[src/rtl/sram_req_ctrl.sv]
// sram_req_ctrl: valid/ready request/response front-end for a single-port SRAM.
// Ports: req_* in, rsp_* out, sram_* pins, busy and completed-op counters.
module sram_req_ctrl #(
    parameter int WIDTH     = 32,
    parameter int DEPTH     = 8,
    parameter int DEPTH_LOG = $clog2(DEPTH),
    parameter int CNT_W     = 16
) (
    input  logic                 clk,
    input  logic                 reset,
    input  logic                 req_valid,
    output logic                 req_ready,
    input  logic                 req_write,
    input  logic [DEPTH_LOG-1:0] req_addr,
    input  logic [WIDTH-1:0]     req_wdata,
    output logic                 rsp_valid,
    input  logic                 rsp_ready,
    output logic [WIDTH-1:0]     rsp_rdata,
    output logic                 sram_cs,
    output logic                 sram_we,
    output logic [DEPTH_LOG-1:0] sram_addr,
    output logic [WIDTH-1:0]     sram_wdata,
    input  logic [WIDTH-1:0]     sram_rdata,
    output logic                 busy,
    output logic [CNT_W-1:0]     wr_count,
    output logic [CNT_W-1:0]     rd_count
);

    typedef enum logic [2:0] {
        IDLE,
        WRITE,
        READ,
        CAPTURE,
        RESP
    } state_t;

    localparam logic [CNT_W-1:0] CNT_ONE = 1;

    state_t               state;
    logic [DEPTH_LOG-1:0] addr_q;
    logic [WIDTH-1:0]     wdata_q;

    always_ff @(posedge clk or negedge reset) begin
        if (!reset) begin
            state     <= IDLE;
            addr_q    <= '0;
            wdata_q   <= '0;
            rsp_valid <= 1'b0;
            rsp_rdata <= '0;
            wr_count  <= '0;
            rd_count  <= '0;
        end else begin
            unique case (state)
                IDLE: begin
                    if (req_valid) begin
                        addr_q  <= req_addr;
                        wdata_q <= req_wdata;
                        state   <= req_write ? WRITE : READ;
                    end
                end
                WRITE: begin
                    wr_count <= wr_count + CNT_ONE;
                    state    <= IDLE;
                end
                READ: begin
                    state <= CAPTURE;
                end
                CAPTURE: begin
                    // SRAM data_out is valid one cycle after the read strobe
                    rsp_rdata <= sram_rdata;
                    rsp_valid <= 1'b1;
                    state     <= RESP;
                end
                RESP: begin
                    if (rsp_ready) begin
                        rsp_valid <= 1'b0;
                        rd_count  <= rd_count + CNT_ONE;
                        state     <= IDLE;
                    end
                end
                default: begin
                    state <= IDLE;
                end
            endcase
        end
    end

    // req_ready is gated by reset so nothing looks acceptable while held
    always_comb begin
        req_ready = 1'b0;
        sram_cs   = 1'b0;
        sram_we   = 1'b0;
        unique case (1'b1)
            (state == IDLE):  req_ready = reset;
            (state == WRITE): begin
                sram_cs = 1'b1;
                sram_we = 1'b1;
            end
            (state == READ):  sram_cs = 1'b1;
            default: ;
        endcase
    end

    assign busy       = (state != IDLE);
    assign sram_addr  = addr_q;
    assign sram_wdata = wdata_q;

endmodule

[config.mk]
export PLATFORM = sky130hd
export DESIGN_NAME = sram_req_ctrl
export DESIGN_NICKNAME = d
export VERILOG_FILES = /design/src/rtl/sram_req_ctrl.sv
export SDC_FILE = /design/constraint.sdc
export NUM_CORES = 1
export LEC_CHECK = 0
export BUFFER_PORTS_ARGS = -buffer_cell sky130_fd_sc_hd__buf_2
export CAP_MARGIN = 20
export CORE_ASPECT_RATIO = 0.9
export CORE_MARGIN = 5
export CORE_UTILIZATION = 43
export DETAILED_ROUTE_END_ITERATION = 8
export PLACE_DENSITY_LB_ADDON = 0.05
export SYNTH_ARGS = -nofsm -noshare
export SYNTH_HDL_FRONTEND = slang
export SYNTH_SLANG_ARGS = --single-unit
[constraint.sdc]
create_clock -name clk -period 1.7 [get_ports clk]
set_input_delay 0.085 -clock clk [delete_from_list [all_inputs] [get_ports clk]]
set_output_delay 0.085 -clock clk [all_outputs]
set_load 0.05 [all_outputs]
## Word-level counts from Yosys, hierarchy flattened

Index checks and enable logic that the tools add are counted.

| word-level totals | value |
|---|---|
| register bits after elaboration | 103 |
| latch bits | 0 |
| bits in writable memories | 0 |
| bits in read-only memories | 0 |
| bits of input ports | 72 |
| output and inout port bits | 104 |
| word-level logic and storage cells | 32 |
| memories | 0 |

| cells by class | value |
|---|---|
| $add $sub $neg | 2 |
| multipliers | 0 |
| divide/modulo/power cells | 0 |
| order comparisons | 0 |
| equal/unequal tests | 6 |
| shifts and indexed selects | 0 |
| mux-type cells | 9 |
| bitwise gates (word level) | 0 |
| reduce and logical (&&, ||, !) cells | 8 |

Operators with widths:

| kind | count |
|---|---|
| 16-bit by 1-bit adder with 16-bit output (second input constant) | 2 |
| 3-bit case mux with 4 select lines | 1 |
| 2-bit AND reduction | 4 |
| 3-bit by 2-bit == test with 1-bit output (second input constant) | 2 |
| 3-bit two-way mux | 2 |
| 1-bit two-way mux | 4 |
| 2-bit inequality test (second input constant) | 2 |
| 3-bit by 1-bit == test with 1-bit output (second input constant) | 1 |
| 3-bit == test (second input constant) | 1 |
| 3-bit logical NOT | 1 |
| 3-bit nonzero test | 1 |
| 2-bit two-way mux | 1 |
| 1-bit case mux with 2 select lines | 1 |
| 2-bit nonzero test | 1 |
| 2-bit OR reduction | 1 |

## Logic depth before layout (Yosys ltp)

Gate-level depths: netlist (run 1).

| depth | value |
|---|---|
| depth after elaboration | 3 |
| depth in mapped cells | 6 |
| depth with buffers taken out | 5 |

## Worst setup path before layout (run 1)

OpenSTA, ideal clock, no wires.

| timing | value |
|---|---|
| path kind | flip-flop to flip-flop |
| from | register wr_count[0] |
| to | register wr_count[12] |
| library setup time | 0.142 ns |
| arrival | 1.677 ns |
| required time | 1.558 ns |
| slack | -0.119 ns |
| stages on the path, launching flop included | 6 |
| path buffers | 0 |
| period minus slack after synthesis | 1.819 ns |
| path through | dfrtp_1 -> ha_1 -> nand4bb_1 -> nor3_1 -> nand3_1 -> xnor2_1 |

| on the way | value |
|---|---|
| longest elaborated chain between the ends | 1 |

RTL lines:

| item | line | text |
|---|---|---|
| start, declared | 25 | `output logic [CNT_W-1:0] wr_count,` |
| start signal, assigned | 62 | `wr_count <= wr_count + CNT_ONE;` |
| 16-bit by 1-bit adder with 16-bit output | 62 |  |

No other way between the ends.
A chain may end at the register's enable or synchronous reset.

## Final worst setup path (run 1)

| timing | value |
|---|---|
| from | register state[1] |
| to | output port sram_we |

| on the way | value |
|---|---|
| longest elaborated chain between the ends | 2 |

RTL lines:

| item | line | text |
|---|---|---|
| start, declared | 39 | `state_t state;` |
| start signal, assigned | 58 | `state <= req_write ? WRITE : READ;` |
| 3-bit by 1-bit == test with 1-bit output | 95 | `(state == WRITE): begin` |
| 1-bit two-way mux | 93 | `unique case (1'b1)` |
| end, declared | 20 | `output logic sram_we,` |

No other way between the ends.

==> metrics.md, run 1 <==
| Metric | Value |
|---|---|
| Status | finished clean |
| Layout area overhead | 49.62% |
| Clk pwr share | 12.0% |
| Total Wirelength | 9758 um |
| Area of the multi-input gates | 0.001488 sq mm |
| Flop2flop setup slack | 0.08 ns |
| Final hold violations | 0 |
| CTS tree | built |
| Internal Power | 6188 uW |
| Skew final | 0.01026 ns |
| Endpoints failing setup | 0 |
| Setup crit end kind | output pin |
| Pwr dens | 1984 mW/mm^2 |
| Post-Place Worst Slack | -0.01849 ns |
| Syn Std Cell Area | 0.004118 sq mm |
| Synth Instances | 283 |
| Hold Crit Class | input port to flop |
| Static Leak | 0.003010 uW |
| Cells along the critical path | or3b_4, buf_6, clkinvlp_4, buf_8 |
| Maxcap violations | 0 |
| Die H | 102.8 um |
| Ys Warns | 0 |
| Row cnt | 33 |
| H-tree depth | 3 |
| Post-synth top flop | dfrtp_1 |
| Most frequent cell after synthesis | dfrtp_1 |
| Largest cells by area after synthesis | dfrtp_1 63%, mux2_2 19%, xnor2_1 5.3%, nand2_1 1.7%, nor4_4 1.5% |
| Synth async-reset ratio | 100.0% |
| Synth unique cells | 24 |
| Final period util | 98.53% |
| IR drop worst, VDD | 1180 uV |
| Synth Net Count | 357 |
| GRT Total Usage | 16.98% |
| Synth top area share | 62.59% |
| DP Wirelength | 6590 um |
| Core Area | 0.009249 sq mm |
| CP arrival | 1.59 ns |
| Vias per cell | 4.600 |
| Crit path largest cell delay | 0.45 ns |
| Vias in the first global route | 3169 |
| Starting Density | 44.52% |
| Maximum clock rate | 597.0 MHz |
| Starting DRT DRC Count | 61 |
| Crit path max-delay family | flip-flops |
| CTS buffer count | 9 |
| Routed Antenna Nets | 0 |
| Number of synthesized flops with an enable pin | 0 |
| RSZ-0062 raised after global routing | true |
| CP Launch Type | flop |
| Final worst setup slack | 0.02494 ns |
| Fin crit period | 1.675 ns |
| I/O Buffers | 175 |
| Worst-Margin Slew | 0.5584 ns |
| Worst skew pair latency | 0.36 ns |
| NetSw | 6039 uW |
| DR DRC count | 0 |
| Clk buf depth | 2 |
| Clock slew at reported path FFs | 0.09 ns |
| Drt pass-1 iters | 4 |
| Root Buffer | clkbuf_8 |
| Layout cell share with drive strength beyond 1 | 53.76% |
| Required time worst endpoint | 1.62 ns |
| Final Max Slew Viols | 0 |
| Final layout net count | 614 |
| Largest net degree at the start of global routing | 104 |
| CP max stage cell | dfrtp_2 |
| Initial antenna violation count | 0 |
| Reg power frac | 32.2% |
| Area leader, netlist | dfrtp_1 |
| RePlAce Congestion | 0.7268 |
| Die area | 0.01164 sq mm |
| Final total power | 12230 uW |
| Slew headroom | 62.77% |
| Combinational power share | 55.7% |
| Width of the die | 113.2 um |
| Sink Count | 103 |
| Number of I/O pins | 176 |
| First-pass GRT wire length | 15570 um |
| Syn Area/Cell | 14.55 sq um |
| Synth Register Bits | 103 |
| Crit path buffers/inverters | 3 |
| Commonest cells in the netlist | 103 x dfrtp_1, 68 x mux2_2, 25 x xnor2_1 |
| Vias | 3073 |
| Gr ovfl total | 0 |
| Crit path max fanout | 7 |
| DR WL/cell | 14.61 um |
| Sw Ratio | 49.39% |
| Register area share after synthesis | 62.59% |
| Fillers | 712 |
| Worst setup path class | flop to output pin |
| Setup TNS | 0 ns |
| Sequential Area | 0.002590 sq mm |
[final cells by class]
type,count,share of cell area [%]
Antenna cell,1,0.04062
Clock buffer,11,2.132
Clock inverter,5,0.9545
Inverter,5,0.3656
Multi-Input combinational cell,164,24.15
Sequential cell,103,42.04
Tap cell,122,2.478
Timing Repair Buffer,257,27.84
[path summary, 6_finish.rpt]
path	from	to	cells past startpoint
max	state[1]$_DFFE_PN0P_	sram_we	4
min	req_write	state[0]$_DFFE_PN0P_	3
max reg2reg	state[1]$_DFFE_PN0P_	wr_count[5]$_DFFE_PN0P_	5
min reg2reg	rd_count[15]$_DFFE_PN0P_	rd_count[15]$_DFFE_PN0P_	1
max in group asynchronous	reset	rd_count[1]$_DFFE_PN0P_	3
min in group asynchronous	reset	sram_wdata[8]$_DFFE_PN0P_	3
[cells in the final DEF, fill, tap and decap left out, types with 2 or more instances in the layout]
master,instances
dlygate4sd3_1,68
xor2_1,6
mux2_2,68
clkinvlp_4,3
and3_1,2
buf_12,3
buf_2,173
nor4_4,3
nor3_1,3
inv_1,4
and4_1,3
and2_1,2
nor3_2,2
ha_1,2
nor2_1,4
nand4_1,5
dfrtp_2,10
clkbuf_8,9
nand3_1,10
nand2_1,19
a21oi_1,2
clkbuf_1,2
buf_4,11
xnor2_1,25
dfrtp_1,93
[repair_timing]
action                                 in CTS  in global routing
setup endpoints to repair                   3                 34
gates cloned                                0                  0
endpoints found under the hold margin     170                  0
pin swaps                                   0                  3
setup buffers                               3                  0
gates resized for setup                     5                  6
hold buffers                               68                  0
[registers in the layout (all words and copies together) (netlist names)]
signal,cells
rsp_rdata,32
wr_count,16
state,3
rsp_valid,1
rd_count,16
sram_addr,3
sram_wdata,32
[kinds of logic after synthesis]
logic type	synth area share, %
adder cells (fa/ha/maj)	0.6076
XOR/XNOR	6.594
AND/OR/NAND/NOR	9.268
flip-flops	62.59
AO/OA/AOI/OAI	0.2431
buffers and inverters	2.097
multiplexers	18.60
[through the flow]
stage / cell area [sq um] / std cells / utilization, % / hold WS (ns)
after floorplan: 4131 / 283 / - / -0.2106
after global placement: 5215 / 580 / 56.39 / 0.2358
after detailed placement: 5215 / 580 / 56.39 / 0.2310
after CTS: 6127 / 667 / 66.25 / 0.001412
after global routing: 6158 / 667 / 66.59 / 0.01363
final: 6161 / 668 / 66.61 / 0.02533
[layer usage]
metal  GRT usage, %  up-vias  share of wire (%)
li1               -     1489                  -
met1          20.95     1477                 42
met2          28.46       95                 50
met3          5.575       12                6.4
met4          5.730        0                1.8
met5              0        -                  0
[worst register-to-register path, delay by kind of cell, from the launching register on]
| family | cells | cell delay, ns |
|---|---|---|
| buffers and inverters | 1 | 0.14 |
| DFF | 1 | 0.45 |
| xor gates and xnor gates | 1 | 0.16 |
| and+or+nand+nor | 3 | 0.79 |
[power groups by stage]
stage          clock network (uW)  logic, uW  registers (uW)
2_1_floorplan                   0       1810            7180
3_3_place_gp                    0       6560            3930
3_5_place_dp                    0       6600            3990
4_1_cts                      1550       6820            3940
5_1_grt                      1650       7130            4090
6_report                     1470       6810            3940
Power figures use the tool's default switching activity.
==> run 2, diff against run 1 <==
--- a/config.mk
+++ b/config.mk
@@ -6,7 +6,6 @@
 export NUM_CORES = 1
 export LEC_CHECK = 0
 export BUFFER_PORTS_ARGS = -buffer_cell sky130_fd_sc_hd__buf_2
-export CAP_MARGIN = 20
 export CORE_ASPECT_RATIO = 0.9
 export CORE_MARGIN = 5
 export CORE_UTILIZATION = 43
==> constraint.sdc (replaced) <==
create_clock -name clk -period 1.7 [get_ports clk]
set_input_delay 0.085 -clock clk [delete_from_list [all_inputs] [get_ports clk]]
set_output_delay 0.085 -clock clk [all_outputs]
set_load 0.01 [all_outputs]
==> run 2 against run 1 <==
Effect of this change:
- worst setup slack better by 0.049 ns
- first-iteration DRC count is 61% higher
- cell count stayed put
- sequential cell count stayed put
- via count is 0.78% higher
- count of clock-buffer cells in the layout stayed put
- wire length is 2.2% higher
- clock skew hardly changed
- critical path depth is 1 higher
- power is 26% lower
- die area stayed put
- combinational power is 46% lower
==> metrics.md, run 2 (synthesis results as in run 1) <==
| Metric | Value |
|---|---|
| CTS buffer count | 9 |
| Crit path largest cell delay | 0.46 ns |
| FF-to-FF End | rd_count[6]$_DFFE_PN0P_ |
| Status | finished clean |
| Skew final | 0.01073 ns |
| Hold_ws | 0.02667 ns |
| CP endpoint | rd_count[6]$_DFFE_PN0P_ |
| Root Buffer | clkbuf_8 |
| Cells along the critical path | buf_4, and4bb_2, nand3_2, or3_1, xnor2_1 |
| Fin crit period | 1.626 ns |
| Reg2reg start | state[0]$_DFFE_PN0P_ |
| DR WL/cell | 14.93 um |
| Flop2flop setup slack | 0.07 ns |
| DP Cell Count | 580 |
| WL met3 | 841 um |
| Layout cell share with drive strength beyond 1 | 52.20% |
| Final Max Slew Viols | 0 |
| Final non-filler cell total | 668 |
| Final period util | 95.63% |
| Clk buf depth | 2 |
| Starting Density | 44.52% |
| Setup crit end kind | flop |
| Maxcap violations | 0 |
| Vias in the first global route | 3377 |
| Vias | 3097 |
| Max layer used | met4 |
| Clock slew at reported path FFs | 0.10 ns |
| Final hold violations | 0 |
| H-tree depth | 3 |
| CTS tree | built |
| RSZ-0062 raised after global routing | false |
| Vias per cell | 4.636 |
| Starting DRT DRC Count | 98 |
| Worst setup path class | flop to flop |
| Crit path max-delay family | simple AND/OR/NAND/NOR gates |
| First-pass GRT wire length | 16190 um |
| Crit path buffers/inverters | 1 |
| Post-Place Worst Slack | 0.01237 ns |
| Drt pass-1 iters | 4 |
| Largest net degree at the start of global routing | 57 |
| Worst skew pair latency | 0.36 ns |
| Static Leak | 0.003034 uW |
| Row cnt | 33 |
| IR drop worst, VDD | 841.9 uV |
| I/O Buffers | 175 |
| Endpoints failing setup | 0 |
| Routed Antenna Nets | 0 |
| Initial antenna violation count | 0 |
| Layout area overhead | 48.83% |
| # diodes | 0 |
| Routed length on met1 | 4085 um |
| RePlAce Congestion | 0.7139 |
| Width of the die | 113.2 um |
| Worst-Margin Slew | 0.4706 ns |
| Worst setup path start | state[0]$_DFFE_PN0P_ |
| DP Wirelength | 6949 um |
| Slew headroom | 68.62% |
| Gr ovfl total | 0 |
| Core Area | 0.009249 sq mm |
| DR DRC count | 0 |
| Total Wirelength | 9970 um |
| Number of I/O pins | 176 |
| Sink Count | 103 |
| Required time worst endpoint | 1.95 ns |
| Die H | 102.8 um |
| CP Launch Type | flop |
| WL met2 | 4847 um |
| Crit path depth | 5 |
| Worst reg2reg path depth | 5 |
| Die area | 0.01164 sq mm |
| Maximum clock rate | 615.1 MHz |
| Startpoint of the worst hold path | req_write |
| Final total power | 9069 uW |
| Crit path max fanout | 6 |
| Final worst setup slack | 0.07433 ns |
| CP arrival | 1.88 ns |
| Highest-count cells in the layout ignoring fill and taps | 174 x buf_2, 101 x dfrtp_1, 69 x dlygate4sd3_1 |
| Commonest non-fill, non-tap cell in the layout | buf_2 |
| CP max stage cell | dfrtp_2 |
| GRT Total Usage | 17.48% |
| Final layout net count | 615 |
| Hold Crit Class | input port to flop |
| Pwr dens | 1480 mW/mm^2 |
-- run 2: metrics by stage --
| stage | utilization, % | area (sq um) | setup TNS (ns) |
|---|---|---|---|
| 2_1_floorplan | - | 4118 | 0 |
| 3_3_place_gp | 56.24 | 5201 | 0 |
| 3_5_place_dp | 56.24 | 5201 | 0 |
| 4_1_cts | 65.88 | 6093 | -0.001408 |
| 5_1_grt | 66.26 | 6128 | 0 |
| 6_report | 66.26 | 6128 | 0 |
-- run 2: how the worst min path moves through the flow --
| stage | end | depth (start not counted) |
|---|---|---|
| global placement | sram_wdata[22]$_DFFE_PN0P_ | 1 |
| detailed placement | sram_wdata[22]$_DFFE_PN0P_ | 1 |
| global route | state[0]$_DFFE_PN0P_ | 3 |
| finish | state[0]$_DFFE_PN0P_ | 3 |
| floorplan | rd_count[0]$_DFFE_PN0P_ | 0 |
| CTS | state[0]$_DFFE_PN0P_ | 3 |
-- run 2: where the power goes --
group,internal [uW],total [uW],switching [uW]
clock network,623,1460,835
logic,2000,3680,1680
registers,3400,3940,532
total,6020,9070,3050
-- run 2: timing repair --
action	4_1_cts	5_1_grt
buffers inserted	1	2
hold endpoints to repair	171	0
resized for setup	0	6
hold buffers	69	0
setup endpoints to repair	4	9
pin swaps	1	3
-- run 2: per-layer routing --
layer / vias to the layer above / track usage, %
met5: - / 0
met4: 0 / 5.915
met3: 16 / 5.986
met2: 105 / 29.23
met1: 1480 / 21.47
li1: 1496 / -
-- run 2: worst reg2reg max path: cells and delay by family, from the launching register on --
family,cells,cell delay (ns)
flops,1,0.46
buf+inv,1,0.15
simple gates,3,0.78
xor+xnor,1,0.13
-- run 2: layout make-up --
type | count | area (sq um)
fillers | 742 | 3120
flip-flops and latches | 103 | 2580
repair buffers | 258 | 1712
multi-input cells | 164 | 1471
well taps | 122 | 152.6
clock buffers | 11 | 151.4
clock inverters | 5 | 42.54
inverters | 5 | 18.77
==> run 3, diff against run 2 <==
--- a/config.mk
+++ b/config.mk
@@ -6,7 +6,6 @@
 export NUM_CORES = 1
 export LEC_CHECK = 0
 export BUFFER_PORTS_ARGS = -buffer_cell sky130_fd_sc_hd__buf_2
-export CORE_ASPECT_RATIO = 0.9
 export CORE_MARGIN = 5
 export CORE_UTILIZATION = 43
 export DETAILED_ROUTE_END_ITERATION = 8
==> run 3 against run 2 <==
Effect of this change:
- count of clock-buffer cells in the layout unchanged
- first-iteration DRC count decreased by 7.1%
- die area about the same
- largest power group unchanged
- critical path depth decreased by 2
- global-route usage increased by 0.13 points
- critical endpoint is now sram_we
- non-clock buffer count decreased by 3
- combinational power about the same
- clock skew increased by 0.0079 ns
- clock power increased by 10%
- sequential power about the same
- final area decreased by 0.10%
==> metrics.md, run 3 (synthesis results as in run 1) <==
| Metric | Value |
|---|---|
| Row cnt | 35 |
| Setup TNS | 0 ns |
| CTS tree | built |
| # diodes | 0 |
| WL met2 | 4694 um |
| Highest-count cells in the layout ignoring fill and taps | 174 x buf_2, 100 x dfrtp_1, 68 x mux2_2, 68 x dlygate4sd3_1, 25 x xnor2_1 |
| H-tree depth | 3 |
| WL met3 | 858 um |
| Maximum clock rate | 624.8 MHz |
| Root Buffer | clkbuf_8 |
| RSZ-0062 raised after global routing | false |
| Worst skew pair latency | 0.36 ns |
| I/O Buffers | 175 |
| Fin crit period | 1.601 ns |
| Dpl cell area | 0.005218 sq mm |
| Clk buf depth | 2 |
| Worst setup path start | state[1]$_DFFE_PN0P_ |
| Sequential Area | 0.002581 sq mm |
| Vias | 3157 |
| Pwr dens | 1503 mW/mm^2 |
| CP arrival | 1.52 ns |
| RePlAce Congestion | 0.7360 |
| Layout area overhead | 48.68% |
| Endpoints failing setup | 0 |
| Die area | 0.01163 sq mm |
| Hold Crit Class | input port to flop |
| Initial antenna violation count | 0 |
| First-pass GRT wire length | 16320 um |
| Layout cell share with drive strength beyond 1 | 51.75% |
| GRT Total Usage | 17.61% |
| Starting Density | 44.35% |
| Routed length on met1 | 4245 um |
| Largest net degree at the start of global routing | 51 |
| Final layout net count | 612 |
| DR WL/cell | 14.90 um |
| Drt pass-1 iters | 4 |
| Status | finished clean |
| Area of the multi-input gates | 0.001459 sq mm |
| Total Wirelength | 10020 um |
| CP Launch Type | flop |
| Number of I/O pins | 176 |
| DR DRC count | 0 |
| Commonest non-fill, non-tap cell in the layout | buf_2 |
| Clock slew at reported path FFs | 0.08 ns |
| CP endpoint | sram_we |
| Starting DRT DRC Count | 91 |
| Fin area | 0.006122 sq mm |
| FF-to-FF End | sram_addr[1]$_DFFE_PN0P_ |
| IR drop worst, VDD | 820.0 uV |
| Vias in the first global route | 3344 |
| Reg2reg start | state[1]$_DFFE_PN0P_ |
| Final hold violations | 0 |
| Worst reg2reg path depth | 4 |
| Final Max Slew Viols | 0 |
| Static Leak | 0.003027 uW |
| Worst-Margin Slew | 0.4202 ns |
| Routed Antenna Nets | 0 |
| Worst setup path class | flop to output pin |
| Setup Buffers After CTS | 0 |
| Crit path max fanout | 9 |
| Core Area | 0.009284 sq mm |
| Final period util | 94.15% |
| DP Wirelength | 6876 um |
| Setup crit end kind | output pin |
| Vias per cell | 4.698 |
| Sink Count | 103 |
| Required time worst endpoint | 1.62 ns |
| Fillers | 709 |
| Slew headroom | 71.99% |
| Skew final | 0.01859 ns |
| Flop2flop setup slack | 0.1 ns |
| Width of the die | 107.9 um |
| Maxcap violations | 0 |
| Die H | 107.9 um |
| CTS buffer count | 9 |
| Gr ovfl total | 0 |
| Startpoint of the worst hold path | rsp_ready |
| Max layer used | met4 |
run 3: cell types whose count changed in the layout (fill, tap and decap cells not counted):
cell | before | now
buf_4 | 12 | 10
bufinv_16 | 0 | 1
clkinv_4 | 4 | 2
dfrtp_1 | 101 | 100
dfrtp_2 | 2 | 3
dlygate4sd3_1 | 69 | 68
inv_6 | 0 | 1
nand3_1 | 9 | 10
nand3_2 | 1 | 0
nand4bb_1 | 1 | 2
nand4bb_2 | 1 | 0
nor2_1 | 4 | 5
nor2_2 | 1 | 0
run 3: worst max-delay path: stages (launching register included):
cell and delay (ns):
dfrtp_2 0.47, or3b_4 0.43, inv_1 0.12, buf_2 0.14
run 3: repair_timing:
action                                 in CTS  in global routing
setup endpoints to repair                  35                 12
gates resized for setup                     1                  3
pin swaps                                   0                  3
hold buffers                               68                  0
endpoints found under the hold margin     135                  0
run 3: routing by layer:
layer / global-route usage [%] / up-vias
li1: - / 1481
met1: 21.79 / 1529
met2: 28.73 / 126
met3: 5.279 / 21
met4: 7.214 / 0
met5: 0 / -
run 3: how the worst min path moves through the flow:
stage,to,slack [ns],depth (start not counted)
finish,state[2]$_DFFE_PN0P_,0.03,3
global route,state[2]$_DFFE_PN0P_,0.03,3
CTS,state[2]$_DFFE_PN0P_,0.02,3
detailed placement,sram_wdata[0]$_DFFE_PN0P_,-0.01,1
global placement,sram_wdata[0]$_DFFE_PN0P_,-0.01,1
floorplan,rd_count[0]$_DFFE_PN0P_,-0.21,0
run 3: area by class of cell:
class | instances | area share [%]
timing repair buffer | 255 | 27.55
inverter | 5 | 0.3066
clock inverter | 5 | 1.042
tap | 129 | 2.636
sequential | 103 | 42.16
multi-input combinational | 164 | 23.83
clock buffer | 11 | 2.473
run 3: stage by stage:
step | power, uW | cells | utilization (%) | worst slack, ns | hold slack, ns
floorplan | 5990 | 283 | - | 0.03577 | -0.2106
global placement | 7422 | 588 | 56.20 | 0.06949 | -0.01274
detailed placement | 7535 | 588 | 56.20 | 0.01508 | -0.01204
CTS | 9294 | 672 | 65.90 | 0.0002300 | 0.01536
global route | 9797 | 672 | 65.94 | 0.02179 | 0.03152
finish | 9202 | 672 | 65.94 | 0.09941 | 0.03238
run 3: report_power, final:
part           internal, uW  total (uW)  switching [uW]
logic                  1970        3650            1680
registers              3410        3940             535
clock network           772        1610             836
total                  6150        9200            3050
